File: src/rtl/chess_pkg.sv
// chess_pkg: shared chess definitions for the pawn move generator.
//   - piece_t   : one signed board byte (white > 0, black < 0, EMPTY = 0)
//   - board_t   : 64 bytes, square s = row*8 + col, row 0 = white back rank
//   - piece code ranges, MAX_PAWN_MOVES, FSM state encoding
//   - helpers classifying a piece relative to the side to move
package chess_pkg;

  typedef logic signed [7:0] piece_t;
  typedef logic [63:0][7:0]  board_t;

  localparam piece_t EMPTY   = 8'sd0;
  localparam piece_t W_PAWN0 = 8'sd1;
  localparam piece_t W_PAWN7 = 8'sd8;
  localparam piece_t W_ROOK0 = 8'sd9;
  localparam piece_t W_KNIGHT0 = 8'sd19;
  localparam piece_t W_BISHOP0 = 8'sd29;
  localparam piece_t W_QUEEN0  = 8'sd39;
  localparam piece_t W_KING    = 8'sd48;
  localparam piece_t B_PAWN0 = -8'sd1;
  localparam piece_t B_PAWN7 = -8'sd8;
  localparam piece_t B_ROOK0 = -8'sd9;
  localparam piece_t B_KNIGHT0 = -8'sd19;
  localparam piece_t B_BISHOP0 = -8'sd29;
  localparam piece_t B_QUEEN0  = -8'sd39;
  localparam piece_t B_KING    = -8'sd48;

  // Promoted queen code = pawn code +/- this offset (3 -> 42, -3 -> -42).
  localparam piece_t QUEEN_OFFSET = 8'sd39;

  localparam int MAX_PAWN_MOVES = 12;

  typedef enum logic [2:0] {
    ST_IDLE  = 3'd0,
    ST_READ  = 3'd1,
    ST_SCAN  = 3'd2,
    ST_WRITE = 3'd3,
    ST_DONE  = 3'd4
  } state_t;

  // side: 0 = white, 1 = black
  function automatic logic is_own_pawn(input piece_t p, input logic side);
    return side ? ((p <= B_PAWN0) && (p >= B_PAWN7))
                : ((p >= W_PAWN0) && (p <= W_PAWN7));
  endfunction

  function automatic logic is_enemy(input piece_t p, input logic side);
    return side ? (p > EMPTY) : (p < EMPTY);
  endfunction

endpackage

File: src/rtl/pawn_move_rules.sv
// pawn_move_rules: combinational pawn move candidates for one square.
// Ports:
//   i_board : full board
//   i_sq    : square under examination
//   i_side  : side to move (0 white, 1 black)
//   o_dst   : candidate destinations [0]=push [1]=double [2]=cap left [3]=cap right
//   o_valid : per-candidate legality (all 0 if i_sq is not an own pawn)
//   o_promo : destination lies on the last row (queen replaces the pawn)
module pawn_move_rules
  import chess_pkg::*;
(
  input  board_t          i_board,
  input  logic [5:0]      i_sq,
  input  logic            i_side,
  output logic [3:0][5:0] o_dst,
  output logic [3:0]      o_valid,
  output logic            o_promo
);

  logic [2:0] w_row;
  logic [2:0] w_col;
  piece_t     w_piece;
  logic       w_own;
  logic       w_can_fwd;
  logic       w_start;
  logic [5:0] w_fwd;
  logic [5:0] w_fwd2;
  logic [5:0] w_left;
  logic [5:0] w_right;
  piece_t     w_f1;
  piece_t     w_f2;
  piece_t     w_cl;
  piece_t     w_cr;

  assign w_row   = i_sq[5:3];
  assign w_col   = i_sq[2:0];
  assign w_piece = piece_t'(i_board[i_sq]);
  assign w_own   = is_own_pawn(w_piece, i_side);

  // A pawn on its far edge row has no forward square; the index arithmetic
  // below may wrap there, but every move is gated by w_can_fwd.
  assign w_can_fwd = i_side ? (w_row != 3'd0) : (w_row != 3'd7);
  assign w_start   = i_side ? (w_row == 3'd6) : (w_row == 3'd1);
  assign w_fwd     = i_side ? (i_sq - 6'd8)  : (i_sq + 6'd8);
  assign w_fwd2    = i_side ? (i_sq - 6'd16) : (i_sq + 6'd16);
  assign w_left    = w_fwd - 6'd1;
  assign w_right   = w_fwd + 6'd1;

  assign w_f1 = piece_t'(i_board[w_fwd]);
  assign w_f2 = piece_t'(i_board[w_fwd2]);
  assign w_cl = piece_t'(i_board[w_left]);
  assign w_cr = piece_t'(i_board[w_right]);

  assign o_dst[0] = w_fwd;
  assign o_dst[1] = w_fwd2;
  assign o_dst[2] = w_left;
  assign o_dst[3] = w_right;

  // Column guards stop diagonal captures wrapping between the a and h files.
  assign o_valid[0] = w_own && w_can_fwd && (w_f1 == EMPTY);
  assign o_valid[1] = w_own && w_start && (w_f1 == EMPTY) && (w_f2 == EMPTY);
  assign o_valid[2] = w_own && w_can_fwd && (w_col != 3'd0) && is_enemy(w_cl, i_side);
  assign o_valid[3] = w_own && w_can_fwd && (w_col != 3'd7) && is_enemy(w_cr, i_side);

  // Every move of a given pawn lands on the same row, so one flag suffices.
  assign o_promo = i_side ? (w_row == 3'd1) : (w_row == 3'd6);

endmodule

File: src/rtl/pawn.sv
// pawn: Avalon-MM pawn move generator.
// Reads a 64-byte board from src, scans squares 0..63 for own pawns and
// writes one full result board per legal move to dst + n*64 (at most
// MAX_PAWN_MOVES boards). A host read stalls until generation is done.
// Ports:
//   clk, rst_n                : clock, asynchronous active-high reset
//   slave_*                   : register interface (0 src, 1 dst+start, 2 side;
//                               any read returns the move count)
//   master_*                  : byte-per-transaction memory master
// Handshakes: a master request (read/write + address + data) is held stable
// while master_waitrequest is 1 and completes on the first cycle it is 0;
// read data is taken on master_readdatavalid, one read outstanding at a time.
module pawn
  import chess_pkg::*;
(
  input  logic        clk,
  input  logic        rst_n,
  output logic        slave_waitrequest,
  input  logic [3:0]  slave_address,
  input  logic        slave_read,
  output logic [31:0] slave_readdata,
  input  logic        slave_write,
  input  logic [31:0] slave_writedata,
  input  logic        master_waitrequest,
  output logic [31:0] master_address,
  output logic        master_read,
  input  logic [31:0] master_readdata,
  input  logic        master_readdatavalid,
  output logic        master_write,
  output logic [31:0] master_writedata
);

  localparam logic [3:0] LAST_MOVE = 4'(MAX_PAWN_MOVES - 1);

  state_t      r_state;
  state_t      w_next;
  logic [31:0] r_src_base;
  logic [31:0] r_dst_base;
  logic        r_side;
  logic [3:0]  r_count;
  board_t      r_board;
  logic [5:0]  r_idx;
  logic        r_rd_wait;
  logic [5:0]  r_sq;
  logic [1:0]  r_cand;
  logic [5:0]  r_mv_src;
  logic [5:0]  r_mv_dst;
  piece_t      r_mv_piece;

  logic [3:0][5:0] w_dst;
  logic [3:0]      w_valid;
  logic            w_promo;
  logic            w_cand_valid;
  logic            w_last_cand;
  logic            w_cfg_write;
  logic            w_rd_data;
  logic            w_wr_accept;
  piece_t          w_pawn;
  piece_t          w_queen;
  logic [7:0]      w_out_byte;
  logic            w_unused;

  pawn_move_rules u_rules (
    .i_board (r_board),
    .i_sq    (r_sq),
    .i_side  (r_side),
    .o_dst   (w_dst),
    .o_valid (w_valid),
    .o_promo (w_promo)
  );

  assign w_cand_valid = w_valid[r_cand];
  assign w_last_cand  = (r_sq == 6'd63) && (r_cand == 2'd3);
  assign w_cfg_write  = slave_write && (r_state == ST_IDLE);
  assign w_rd_data    = (r_state == ST_READ) && r_rd_wait && master_readdatavalid;
  assign w_wr_accept  = (r_state == ST_WRITE) && !master_waitrequest;
  assign w_pawn       = piece_t'(r_board[r_sq]);
  assign w_queen      = r_side ? (w_pawn - QUEEN_OFFSET) : (w_pawn + QUEEN_OFFSET);
  assign w_unused     = ^master_readdata[31:8];

  // Result board byte: source emptied, destination holds the moving piece.
  assign w_out_byte = (r_idx == r_mv_src) ? 8'd0 :
                      (r_idx == r_mv_dst) ? r_mv_piece : r_board[r_idx];

  // State register
  always_ff @(posedge clk or posedge rst_n) begin
    if (rst_n) r_state <= ST_IDLE;
    else       r_state <= w_next;
  end

  // Next-state logic
  always_comb begin
    w_next = r_state;
    case (r_state)
      ST_IDLE:  if (w_cfg_write && (slave_address == 4'd1)) w_next = ST_READ;
      ST_READ:  if (w_rd_data && (r_idx == 6'd63)) w_next = ST_SCAN;
      ST_SCAN: begin
        if (w_cand_valid)     w_next = ST_WRITE;
        else if (w_last_cand) w_next = ST_DONE;
      end
      ST_WRITE: begin
        if (w_wr_accept && (r_idx == 6'd63)) begin
          if ((r_count == LAST_MOVE) || w_last_cand) w_next = ST_DONE;
          else                                       w_next = ST_SCAN;
        end
      end
      ST_DONE:  if (slave_read) w_next = ST_IDLE;
      default:  w_next = ST_IDLE;
    endcase
  end

  // Outputs
  always_comb begin
    master_read       = 1'b0;
    master_write      = 1'b0;
    master_address    = 32'd0;
    master_writedata  = 32'd0;
    slave_waitrequest = 1'b0;
    slave_readdata    = {28'd0, r_count};
    case (r_state)
      ST_READ: begin
        master_read    = !r_rd_wait;
        master_address = r_rd_wait ? 32'd0 : (r_src_base + {26'd0, r_idx});
        slave_waitrequest = slave_read;
      end
      ST_SCAN: slave_waitrequest = slave_read;
      ST_WRITE: begin
        master_write     = 1'b1;
        master_address   = r_dst_base + {22'd0, r_count, 6'd0} + {26'd0, r_idx};
        master_writedata = {24'd0, w_out_byte};
        slave_waitrequest = slave_read;
      end
      default: ;
    endcase
  end

  // Datapath registers
  always_ff @(posedge clk or posedge rst_n) begin
    if (rst_n) begin
      r_src_base <= 32'd0;
      r_dst_base <= 32'd0;
      r_side     <= 1'b0;
      r_count    <= 4'd0;
      r_board    <= '0;
      r_idx      <= 6'd0;
      r_rd_wait  <= 1'b0;
      r_sq       <= 6'd0;
      r_cand     <= 2'd0;
      r_mv_src   <= 6'd0;
      r_mv_dst   <= 6'd0;
      r_mv_piece <= EMPTY;
    end else begin
      case (r_state)
        ST_IDLE: begin
          if (w_cfg_write) begin
            case (slave_address)
              4'd0: r_src_base <= slave_writedata;
              4'd1: begin
                r_dst_base <= slave_writedata;
                r_count    <= 4'd0;
                r_idx      <= 6'd0;
                r_rd_wait  <= 1'b0;
                r_sq       <= 6'd0;
                r_cand     <= 2'd0;
              end
              4'd2: r_side <= slave_writedata[0];
              default: ;
            endcase
          end
        end
        ST_READ: begin
          if (!r_rd_wait && !master_waitrequest) r_rd_wait <= 1'b1;
          if (w_rd_data) begin
            r_board[r_idx] <= master_readdata[7:0];
            r_rd_wait      <= 1'b0;
            r_idx          <= r_idx + 6'd1;
          end
        end
        ST_SCAN: begin
          if (w_cand_valid) begin
            r_mv_src   <= r_sq;
            r_mv_dst   <= w_dst[r_cand];
            r_mv_piece <= w_promo ? w_queen : w_pawn;
            r_idx      <= 6'd0;
          end else begin
            // Walk (square, candidate) pairs in emission order.
            {r_sq, r_cand} <= {r_sq, r_cand} + 8'd1;
          end
        end
        ST_WRITE: begin
          if (w_wr_accept) begin
            r_idx <= r_idx + 6'd1;
            if (r_idx == 6'd63) begin
              r_count        <= r_count + 4'd1;
              {r_sq, r_cand} <= {r_sq, r_cand} + 8'd1;
            end
          end
        end
        default: ;
      endcase
    end
  end

endmodule

File: config.mk
export PLATFORM = sky130hd
export DESIGN_NAME = pawn
export DESIGN_NICKNAME = d
export VERILOG_FILES = /design/src/rtl/chess_pkg.sv /design/src/rtl/pawn_move_rules.sv /design/src/rtl/pawn.sv
export SDC_FILE = /design/constraint.sdc
export NUM_CORES = 2
export LEC_CHECK = 0
export BUFFER_PORTS_ARGS = -buffer_cell sky130_fd_sc_hd__buf_2
export CORE_MARGIN = 2
export CORE_UTILIZATION = 50
export CTS_CLUSTER_DIAMETER = 100
export DETAILED_ROUTE_END_ITERATION = 10
export PLACE_DENSITY_LB_ADDON = 0.05
export SETUP_SLACK_MARGIN = 0.02
export SYNTH_ARGS = -nofsm -noshare
export SYNTH_HDL_FRONTEND = slang
export SYNTH_SLANG_ARGS = --single-unit
File: constraint.sdc
create_clock -name clk -period 26.5 [get_ports clk]
set_clock_uncertainty 0.2 [all_clocks]
set_input_delay 5.3 -clock clk [delete_from_list [all_inputs] [get_ports clk]]
set_output_delay 5.3 -clock clk [all_outputs]
set_load 0.02 [all_outputs]
After elaboration in Yosys (flattened, before gate mapping):

Index checks and enable logic that the tools add are counted.

* register bits after elaboration: 619
* input bits: 74
* output and inout port bits: 99
* word-level logic and storage cells: 251

* add/sub/neg operators: 14
* $lt $le $gt $ge: 16
* equality and inequality tests: 29
* muxes and demuxes: 71
* reductions and logical operators: 45

Operator list (count)
* $bwmux W512: 1
* $bmux W8 S6: 6
* $mux W8: 12
* $mux W6: 11
* $add A32 B6 Y32: 2
* $pmux W32 S2: 1
* $demux W8 S6: 1
* $lt A6 B7 Y1 const B: 6
* $add A32 B10 Y32: 1
* $mux W32: 1
* $pmux W6 S4: 1
* $logic_and A1 B1 Y1: 21
* $mux W3: 7
* $pmux W6 S3: 1
* $gt A8 B1 Y1 const B: 2
* $logic_not A8 Y1: 2
* $lt A8 B1 Y1 const B: 2
* $mux W4: 4
* $pmux W3 S5: 1
* $mux W1: 14
* $add A6 B1 Y6 const B: 2
* $bmux W6 S2: 1
* $eq A6 B6 Y1: 2
* $eq A6 B6 Y1 const B: 2
* 44 further kinds: 71

Longest topological paths before layout:

* depth in word-level cells: 12
* depth in mapped cells: 23
* depth with buffers taken out: 14

Modules after synthesis:

Synthesis repeated with hierarchy kept, for this count alone.

* cells, all modules: 3659
* area total of the unflattened synthesis: 42593.4 µm²

By module, submodules not included
* pawn: instances 1, cells an instance 2651, area each 33761.1 µm²
* pawn_move_rules: instances 1, cells an instance 1008, area each 8832.2 µm²

Least setup slack after synthesis:

OpenSTA, ideal clock, no wires.

* kind: input port to output port
* start: input port slave_read
* end: output port slave_waitrequest
* arrival time: 5.821 ns
* setup slack: 15.179 ns
* stages on the path: 1
* path through: nor3b_1

* cells in the longest elaborated chain, start to end: 1

RTL lines
* from (decl): RTL line pawn.sv:20 `input logic slave_read,`
* $mux W1: RTL line pawn.sv:120 `case (r_state)`
* to (decl): RTL line pawn.sv:18 `output logic slave_waitrequest,`

Every way passes these cells.

Worst setup path in the final report:

Same ends and word-level chain as after synthesis.

==> load_flow_metrics.sql <==
INSERT INTO impl_metrics (metric_group, metric, value, unit) VALUES
('setup_path', 'timing.setup.critical_path_class', 'in2out', ''),
('synthesis', 'synth-seq-cells', '619', ''),
('die', 'floorplan.io_pins', '173', ''),
('synthesis', 'yosysWarningCount', '0', ''),
('timing', 'drv_slew', '0', ''),
('global_route', 'largest_net_degree_at_the_start_of_global_routing', '124', ''),
('timing', 'finalWorstPathRequiredPeriod', '11.25', 'ns'),
('setup_path', 'rr_worst_depth', '13', ''),
('timing', 'worst-slew-pin-transition', '1.48', 'ns'),
('place', 'preCtsSetupSlack', '15.26', 'ns'),
('timing', 'setup-tns-final', '0', 'ns'),
('clocking', 'hold_buffers', '0', ''),
('global_route', 'grt_pass1_wl', '228000', 'um'),
('synthesis', 'netlist.area_leader.share', '0.389', ''),
('drt', 'routed_via_density', '7.32', ''),
('drt', 'avgRoutedWirePerCell', '33.4', 'um'),
('clocking', 'worstSkewPairLatency', '0.65', 'ns'),
('synthesis', 'synth-xor-area-share', '0.0217', ''),
('pwr', 'vdd_ir_drop_max', '0.0000519', 'V'),
('place', 'placement.io_buffers', '96', ''),
('drt', 'dr.pass1.iters', '7', ''),
('timing', 'timing.final.crit_share', '0.425', ''),
('timing', 'worst_slack_setup_final', '15.25', 'ns'),
('global_route', 'initial_antenna_violation_count', '4', ''),
('pwr', 'static-leakage-power', '18.8', 'nW'),
('setup_path', 'origin_of_the_worst_setup_path', 'slave_read', ''),
('synthesis', 'synthFlopType', 'sky130_fd_sc_hd__dfrtp_1', ''),
('drt', 'route.vias.total', '33700', ''),
('status', 'violations', 'max-capacitance violations', ''),
('clocking', 'clock_tree.htree_level_count', '3', ''),
('global_route', 'groute.usage.overall', '0.371', ''),
('timing', 'finalHoldViolCount', '0', ''),
('place', 'dp_hpwl', '102000', 'um'),
('synthesis', 'post_synth_and_or_nand_nor_area_fraction', '0.107', ''),
('setup_path', 'cp-start-kind', 'input pin', ''),
('status', 'status', 'finished with violations', ''),
('setup_path', 'rr_startpoint', 'r_sq[1]', ''),
('clocking', 'clock_tree_buffer_depth', '3', ''),
('clocking', 'root_buffer', 'sky130_fd_sc_hd__clkbuf_16', ''),
('hold_path', 'timing.hold.worst_path_depth', '2', ''),
('global_route', 'grt_total_ovfl', '0', ''),
('drt', 'ant_nets', '0', ''),
('synthesis', 'seq_area_frac_synth', '0.389', ''),
('drt', 'drt_first_iter_violations', '4953', ''),
('synthesis', 'syn-instance-count', '3545', ''),
('timing', 'setup_viol_count_final', '0', ''),
('global_route', 'number_of_global_route_vias_before_repair', '33000', ''),
('timing', 'unrepaired_setup_endpoints_after_global_routing', 'no', ''),
('synthesis', 'synth_area', '39800', 'sq um'),
('clocking', 'clock_transition_at_path_regs', '0.06', 'ns'),
('drt', 'wl', '154000', 'um'),
('synthesis', 'post_synthesis_compound_gate_area_fraction', '0.133', ''),
('hold_path', 'hold_path.startpoint', 'r_mv_piece[2]', ''),
('clocking', 'cts_resized', '0', ''),
('place', 'gp_congestion', '1.03', ''),
('synthesis', 'synthTopCellsByArea', 'sky130_fd_sc_hd__dfrtp_1 39%, sky130_fd_sc_hd__mux2_2 17%, sky130_fd_sc_hd__mux4_2 9.6%', ''),
('synthesis', 'async_reset_ff_frac', '1.00', ''),
('setup_path', 'worst_setup_path_end_kind', 'output port', ''),
('clocking', 'cts-buffers-inserted', '73', ''),
('synthesis', 'synth.avg_cell_area', '11.2', 'sq um'),
('synthesis', 'synth_enable_flop_cells', '0', ''),
('final_layout', 'area.growth.synth_to_final', '8.35', '%'),
('timing', 'fmaxAchievable', '88.9', 'MHz'),
('synthesis', 'yosys.area_share.adder', '0.0127', ''),
('place', 'numPlacedInstances', '4478', ''),
('die', 'core_area', '79000', 'sq um'),
('final_layout', 'instances_no_fill', '4607', ''),
('die', 'start_util', '0.504', ''),
('final_layout', 'layout_commonest_cell', 'sky130_fd_sc_hd__dfrtp_1', ''),
('clocking', 'tritoncts', 'yes', ''),
('run', 'max-cap-violations', '1', '');
[stage by stage]
stage	utilization	hold slack (ns)	area [sq um]
5_1_grt	0.546	0.315	43200
4_1_cts	0.546	0.290	43200
6_report	0.547	0.289	43200
3_5_place_dp	0.516	0.278	40800
3_3_place_gp	0.516	0.275	40800
2_1_floorplan	-	0.249	40000
[cells in the mapped netlist (12+ instances only)]
cell,count
sky130_fd_sc_hd__nor2_1,170
sky130_fd_sc_hd__nor3b_1,13
sky130_fd_sc_hd__buf_1,36
sky130_fd_sc_hd__nand4_1,67
sky130_fd_sc_hd__a221oi_1,48
sky130_fd_sc_hd__o22ai_1,31
sky130_fd_sc_hd__ha_1,34
sky130_fd_sc_hd__nand3_1,44
sky130_fd_sc_hd__or4_1,29
sky130_fd_sc_hd__mux2i_1,72
sky130_fd_sc_hd__nor3_1,106
sky130_fd_sc_hd__and3_1,19
sky130_fd_sc_hd__nor4_1,82
sky130_fd_sc_hd__inv_1,29
sky130_fd_sc_hd__dfrtp_1,619
sky130_fd_sc_hd__nor2b_1,14
sky130_fd_sc_hd__a22oi_1,228
sky130_fd_sc_hd__o21ai_0,84
sky130_fd_sc_hd__a31oi_1,17
sky130_fd_sc_hd__xor2_1,40
sky130_fd_sc_hd__or3_1,35
sky130_fd_sc_hd__o31ai_1,14
sky130_fd_sc_hd__a22o_1,47
sky130_fd_sc_hd__nor4b_1,15
sky130_fd_sc_hd__o211ai_1,24
sky130_fd_sc_hd__nand2_1,198
sky130_fd_sc_hd__buf_4,76
sky130_fd_sc_hd__buf_2,51
sky130_fd_sc_hd__a21oi_1,78
sky130_fd_sc_hd__xnor2_1,54
sky130_fd_sc_hd__mux2_2,606
sky130_fd_sc_hd__mux4_2,170
sky130_fd_sc_hd__a211oi_1,32
sky130_fd_sc_hd__nand2b_1,12
sky130_fd_sc_hd__clkbuf_1,159
[power by group]
part           internal (mW)  switching [mW]  total, mW
clock                  0.602           0.427       1.03
sequential              1.06           0.159       1.22
combinational          0.560            1.03       1.59
[cell type report]
class / count / area [sq um]
clock buffer: 97 / 2050
inverter: 34 / 136
tap: 1050 / 1310
multi-input combinational: 2608 / 22800
fill: 6770 / 35800
antenna: 2 / 5.00
clock inverter: 30 / 339
timing repair buffer: 167 / 1030
sequential: 619 / 15500
[per-layer routing]
metal | GRT usage | up-vias | part of all wire
met5 | 0 | - | 0.00018
li1 | - | 13600 | -
met2 | 0.538 | 2501 | 0.43
met3 | 0.121 | 550 | 0.12
met4 | 0.198 | 4 | 0.064
met1 | 0.495 | 17000 | 0.38
[logic make-up after synthesis]
kind of cell               count (synthesis)
muxes                                    856
and+or+nand+nor                          836
AOI/OAI and AO/OA                        730
DFF                                      619
buffers and inverters                    369
xor gates and xnor gates                  96
adders and majority gates                 38
other                                      1
[worst paths after layout]
check,end,slack (ns)
min in group asynchronous,r_board[4],4.65
max in group asynchronous,r_board[392],18.49
max reg2reg,r_sq[5],18.82
min reg2reg,r_mv_piece[2],0.29
min,r_mv_piece[2],0.29
max,slave_waitrequest,15.25
[sequential cells by signal, indices dropped and copies added (netlist names), 2 cells and up]
register    count
r_board       512
r_cand          2
r_count         4
r_dst_base     32
r_idx           6
r_mv_dst        6
r_mv_piece      8
r_mv_src        6
r_sq            6
r_src_base     32
r_state         3
[worst max-delay path, stage by stage]
cell,delay (ns)
sky130_fd_sc_hd__buf_2,0.09
sky130_fd_sc_hd__nor3b_1,0.17
sky130_fd_sc_hd__buf_2,0.19
(Power assumes the default switching activity.)
